<file path="src/rtl/vga_timing_gen.sv">
// Parametrised VGA raster timing generator: stage-0 counters and pixel request for a
// pixel source, plus a delay line that lines the syncs up with the returned colour.
module vga_timing_gen #(
    parameter int H_RES  = 640,
    parameter int H_FP   = 16,
    parameter int H_PW   = 96,
    parameter int H_BP   = 48,
    parameter int V_RES  = 480,
    parameter int V_FP   = 10,
    parameter int V_PW   = 2,
    parameter int V_BP   = 33,
    parameter bit HS_POL = 1'b0,
    parameter bit VS_POL = 1'b0,
    parameter int CW     = 3,
    parameter int PIPE   = 0,
    parameter int CNT_W  = 12
) (
    input  logic             clk,
    input  logic             rst,
    input  logic             ce,
    input  logic             en,
    output logic [CNT_W-1:0] px_x,
    output logic [CNT_W-1:0] px_y,
    output logic             px_req,
    input  logic [CW-1:0]    px_r,
    input  logic [CW-1:0]    px_g,
    input  logic [CW-1:0]    px_b,
    output logic             hs,
    output logic             vs,
    output logic             de,
    output logic [CW-1:0]    red,
    output logic [CW-1:0]    green,
    output logic [CW-1:0]    blue,
    output logic             sof,
    output logic             eof
);

    localparam int H_TOT = H_RES + H_FP + H_PW + H_BP;
    localparam int V_TOT = V_RES + V_FP + V_PW + V_BP;

    localparam logic [CNT_W-1:0] H_LAST   = CNT_W'(H_TOT - 1);
    localparam logic [CNT_W-1:0] V_LAST   = CNT_W'(V_TOT - 1);
    localparam logic [CNT_W-1:0] H_ACT    = CNT_W'(H_RES);
    localparam logic [CNT_W-1:0] V_ACT    = CNT_W'(V_RES);
    localparam logic [CNT_W-1:0] HS_START = CNT_W'(H_RES + H_FP);
    localparam logic [CNT_W-1:0] HS_END   = CNT_W'(H_RES + H_FP + H_PW);
    localparam logic [CNT_W-1:0] VS_START = CNT_W'(V_RES + V_FP);
    localparam logic [CNT_W-1:0] VS_END   = CNT_W'(V_RES + V_FP + V_PW);

    // Delay-line entries carry active flags; polarity is applied only at the output.
    typedef struct packed {
        logic hs;
        logic vs;
        logic de;
        logic sof;
    } stage_t;

    logic [CNT_W-1:0] h_cnt_q, h_cnt_d;
    logic [CNT_W-1:0] v_cnt_q, v_cnt_d;
    stage_t           stage0;
    stage_t           stage_last;

    logic             hs_q, hs_d;
    logic             vs_q, vs_d;
    logic             de_q, de_d;
    logic [CW-1:0]    red_q, red_d;
    logic [CW-1:0]    green_q, green_d;
    logic [CW-1:0]    blue_q, blue_d;
    logic             sof_q, sof_d;

    // en=0 parks the raster at (0,0) on every clk, independent of ce.
    always_comb begin
        h_cnt_d = h_cnt_q;
        v_cnt_d = v_cnt_q;
        if (!en) begin
            h_cnt_d = '0;
            v_cnt_d = '0;
        end else if (ce) begin
            if (h_cnt_q == H_LAST) begin
                h_cnt_d = '0;
                v_cnt_d = (v_cnt_q == V_LAST) ? '0 : v_cnt_q + 1'b1;
            end else begin
                h_cnt_d = h_cnt_q + 1'b1;
            end
        end
    end

    always_ff @(posedge clk or posedge rst) begin
        if (rst) begin
            h_cnt_q <= '0;
            v_cnt_q <= '0;
        end else begin
            h_cnt_q <= h_cnt_d;
            v_cnt_q <= v_cnt_d;
        end
    end

    always_comb begin
        stage0     = '0;
        stage0.de  = en && (h_cnt_q < H_ACT) && (v_cnt_q < V_ACT);
        stage0.hs  = en && (h_cnt_q >= HS_START) && (h_cnt_q < HS_END);
        stage0.vs  = en && (v_cnt_q >= VS_START) && (v_cnt_q < VS_END);
        stage0.sof = stage0.de && (h_cnt_q == '0) && (v_cnt_q == '0);
    end

    assign px_x   = h_cnt_q;
    assign px_y   = v_cnt_q;
    assign px_req = stage0.de;
    assign eof    = en && ce && (h_cnt_q == H_LAST) && (v_cnt_q == V_LAST);

    generate
        if (PIPE == 0) begin : g_nopipe
            assign stage_last = stage0;
        end else begin : g_pipe
            stage_t [PIPE-1:0] dly_q, dly_d;

            always_comb begin
                dly_d = dly_q;
                if (ce) begin
                    dly_d[0] = stage0;
                    for (int i = 1; i < PIPE; i++) begin
                        dly_d[i] = dly_q[i-1];
                    end
                end
            end

            always_ff @(posedge clk or posedge rst) begin
                if (rst) begin
                    dly_q <= '0;
                end else begin
                    dly_q <= dly_d;
                end
            end

            assign stage_last = dly_q[PIPE-1];
        end
    endgenerate

    // sof is re-evaluated every clk so it stays a single-clk pulse when ce is sparse.
    always_comb begin
        hs_d    = hs_q;
        vs_d    = vs_q;
        de_d    = de_q;
        red_d   = red_q;
        green_d = green_q;
        blue_d  = blue_q;
        sof_d   = 1'b0;
        if (ce) begin
            hs_d    = stage_last.hs ? HS_POL : ~HS_POL;
            vs_d    = stage_last.vs ? VS_POL : ~VS_POL;
            de_d    = stage_last.de;
            red_d   = stage_last.de ? px_r : '0;
            green_d = stage_last.de ? px_g : '0;
            blue_d  = stage_last.de ? px_b : '0;
            sof_d   = stage_last.sof;
        end
    end

    always_ff @(posedge clk or posedge rst) begin
        if (rst) begin
            hs_q    <= ~HS_POL;
            vs_q    <= ~VS_POL;
            de_q    <= 1'b0;
            red_q   <= '0;
            green_q <= '0;
            blue_q  <= '0;
            sof_q   <= 1'b0;
        end else begin
            hs_q    <= hs_d;
            vs_q    <= vs_d;
            de_q    <= de_d;
            red_q   <= red_d;
            green_q <= green_d;
            blue_q  <= blue_d;
            sof_q   <= sof_d;
        end
    end

    assign hs    = hs_q;
    assign vs    = vs_q;
    assign de    = de_q;
    assign red   = red_q;
    assign green = green_q;
    assign blue  = blue_q;
    assign sof   = sof_q;

endmodule

</file>
<file path="config.mk">
export PLATFORM = sky130hd
export DESIGN_NAME = vga_timing_gen
export DESIGN_NICKNAME = d
export VERILOG_FILES = /design/src/rtl/vga_timing_gen.sv
export SDC_FILE = /design/constraint.sdc
export NUM_CORES = 1
export LEC_CHECK = 0
export CORE_MARGIN = 8
export CORE_UTILIZATION = 45
export DETAILED_ROUTE_END_ITERATION = 16
export PLACE_DENSITY = 0.74
export SLEW_MARGIN = 15
export SYNTH_ARGS = -nofsm -noshare
export SYNTH_HDL_FRONTEND = slang
export SYNTH_SLANG_ARGS = --single-unit
</file>
<file path="constraint.sdc">
create_clock -name clk -period 3.6 [get_ports clk]
set_clock_uncertainty 0.05 [all_clocks]
set_input_delay 0.9 -clock clk [delete_from_list [all_inputs] [get_ports clk]]
set_output_delay 0.9 -clock clk [all_outputs]
set_load 0.01 [all_outputs]
</file>
==> results.tsv <==
stage	metric	value	unit
synth	synth_top_area_frac	0.428	
synth	netlist_area	0.00204	mm2
critical_path	worstPathRequired	2650	ps
drt	top_layer	met4	
cts	ctsHoldBuffers	0	
synth	yosys.cell_types.count	50	
critical_path	critical_path_class	input port to primary output	
sta	fmax	0.290	GHz
synth	synth_mux_area_frac	0.00490	
cts	clkSlewWorstSetupHoldPaths	70	ps
cts	cts_tree	built	
power	ir_drop	292	uV
sta	period_minus_slack	3450	ps
synth	synth_edf_count	0	
synth	synth_top_family_by_area	simple AND/OR/NAND/NOR gates	
floorplanning	die_h	83.4	um
critical_path	end_kind	primary output	
cells_and_area	layout-drive-gt1-share	0.118	
synth	synth-compound-area-share	0.146	
synth	synth-main-ff-cell	dfrtp_1	
synth	synth_fp_nets	223	
synth	synth_seq_cells	37	
cts	cts_buffers	5	
critical_path	crit_path_start	en	
critical_path	reg2reg_to	px_y[2]	
run_status	status	finished clean	
critical_path	worstPathCellList	clkdlybuf4s50_1 > inv_1 > nor4_1 > clkdlybuf4s50_1	
floorplanning	die_area	0.00696	mm2
synth	postSynthAreaPerCell	9.92	um2
synth	synth_xor_area_frac	0.0428	
drt	wl_met2	2520	um
power	power.density	299	mW/mm2
synth	synth_top_area_cell	dfrtp_1	
placed_design	gp_congestion	0.902	
sta	tightestPinTransition	809	ps
placed_design	dp_hpwl	4060	um
sta	rsz0062_at_grt	no	
global_route	grt_overflow	0	
drt	vias	1820	
drt	drt-total-wl	5460	um
drt	met3_length	372	um
floorplanning	io_pins	52	
synth	ys.warnings.count	0	
synth	synth_simple_gate_area_frac	0.272	
critical_path	slowest_delay	630	ps
cts	root_buffer	clkbuf_8	
sta	fin_setup_tns	0	ps
floorplanning	core	0.00435	mm2
cells_and_area	layout_commonest_cell	clkdlybuf4s50_1	
floorplanning	die_x	83.4	um
synth	synthTopCellsByArea	dfrtp_1 43%, nand3_1 4.9%, a22o_1 3.9%, a31oi_1 3.4%, xnor2_1 3.0%	
synth	syn_inst	206	
placed_design	io_buffer_count	51	
global_route	grt_pass1_wl	9190	um
global_route	antenna_found_initial	0	
job	maxCapViolCount	0	
drt	vias_per_cell	5.80	
global_route	grt_max_degree	22	
sta	hold_viol	0	
critical_path	worstSetupEndpoint	px_req	
cells_and_area	area_growth	32.4	%
global_route	grt_pass1_vias	1769	
cts	htree_levels	2	
drt	drt.antenna.violating_nets	0	
drt	wl_per_cell	17.4	um
critical_path	regToRegSetupSlack	1310	ps
critical_path	critPathLaunchType	input port	
power	leakage	1.08	nW
floorplanning	initial_utilization	0.470	
critical_path	critPathArrivalTime	2500	ps
sta	finalSetupViolations	0	
sta	fin_ws	148	ps
cells_and_area	diodes	0	
cells_and_area	final_cell_mix	51 x clkdlybuf4s50_1, 35 x dfrtp_1, 20 x nand3_1, 13 x nor2_1, 13 x inv_1	
min_path	hold_path.class	flip-flop to flip-flop	
cts	clock_path_buffers	2	
floorplanning	rows	24	
cts	post_cts_buffers	0	
critical_path	critPathMostFrequentCell	clkdlybuf4s50_1	
cts	clk_latency	290	ps
cells_and_area	final_nets	278	
drt	route.detailed.drc	0	
synth	synth-seq-area-share	0.454	
global_route	grt.total_usage	0.159	
drt	drt-initial-drc-count	79	
placed_design	dp_slack	119	ps
synth	async_flop_share	1.00	
synth	synth_fa_ha_area_frac	0.0245	
sta	relSlewSlack	0.460	
cts	cts_resized	0	
critical_path	r2r-start	px_x[1]	
sta	drv_slew	0	
critical_path	critPathSlowestCell	clkdlybuf4s50_1	
critical_path	r2r_cells	5	
drt	drt_pass1_iterations	4	
cts	cts.sinks	37	
sta	fin_crit_sh	0.959	
critical_path	crit_fanout	7	
drt	drt-met1-wl	2480	um
## synth_stat cells, types with 3 or more instances
master,instances
dfrtp_1,35
nand3_1,20
inv_1,13
nor2_1,13
a31oi_1,11
nand2_1,11
a22o_1,9
xnor2_1,7
and3_1,5
clkbuf_1,5
nand4_1,5
nor3_1,5
nor4_1,5
a21oi_1,4
ha_1,4
nand3b_1,4
o21ai_0,4
buf_2,3
o22ai_1,3
xor2_1,3
## kinds of logic after synthesis
logic type / after synthesis
adder cells (fa/ha/maj): 4
multiplexers: 1
XOR/XNOR: 10
AND/OR/NAND/NOR: 90
flip-flops: 37
buffers and inverters: 24
AO/OA/AOI/OAI: 40
## routing by layer
layer  vias to the layer above  global-route usage
met5                         -                   0
met1                       871               0.203
met4                         0              0.0511
met3                         7              0.0518
li1                        879                   -
met2                        63               0.247
## worst min path at each step
| stage | slack (ps) | cells past startpoint | start | endpoint |
|---|---|---|---|---|
| 2_1_floorplan | 440 | 2 | hs | hs |
| 3_3_place_gp | 410 | 1 | de | de |
| 3_5_place_dp | 420 | 1 | de | de |
| 4_1_cts | 430 | 1 | de | de |
| 5_1_grt | 470 | 1 | de | de |
| 6_report | 430 | 1 | de | de |
## power by group
part / leakage (nW) / total, mW / internal, mW / switching (mW)
registers: 0.498 / 0.434 / 0.427 / 0.00739
logic: 0.541 / 0.0901 / 0.0472 / 0.0429
clock network: 0.0439 / 0.286 / 0.134 / 0.152
total: 1.08 / 0.810 / 0.608 / 0.203
## sequential cells by signal (all words and copies together), names as in the netlist
| signal | flops |
|---|---|
| blue | 3 |
| de | 1 |
| green | 3 |
| hs | 1 |
| px_x | 12 |
| px_y | 12 |
| red | 3 |
| sof | 1 |
| vs | 1 |
## stage by stage
stage / util / hold slack (ps) / instances / total power [mW] / instance area, um2
after global placement: 0.601 / 412 / 306 / 0.531 / 2620
final: 0.622 / 433 / 314 / 0.810 / 2710
after detailed placement: 0.601 / 418 / 306 / 0.534 / 2620
after floorplan: - / 441 / 206 / 0.482 / 2040
after global routing: 0.622 / 467 / 314 / 0.846 / 2710
after CTS: 0.621 / 435 / 314 / 0.821 / 2700
## critical path: cells and delay by family
kind | cells | cell delay, ps
buffers and inverters | 3 | 1330
and+or+nand+nor | 1 | 280
## layout make-up
type                            count  area (um2)
Clock buffer                        5        68.8
Clock inverter                      3        17.5
Fill cell                         385        1650
Inverter                           13        48.8
Multi-Input combinational cell    145        1010
Sequential cell                    37         928
Tap cell                           52        65.1
Timing Repair Buffer               59         571
Note: power is estimated with default switching activity, not from simulation.
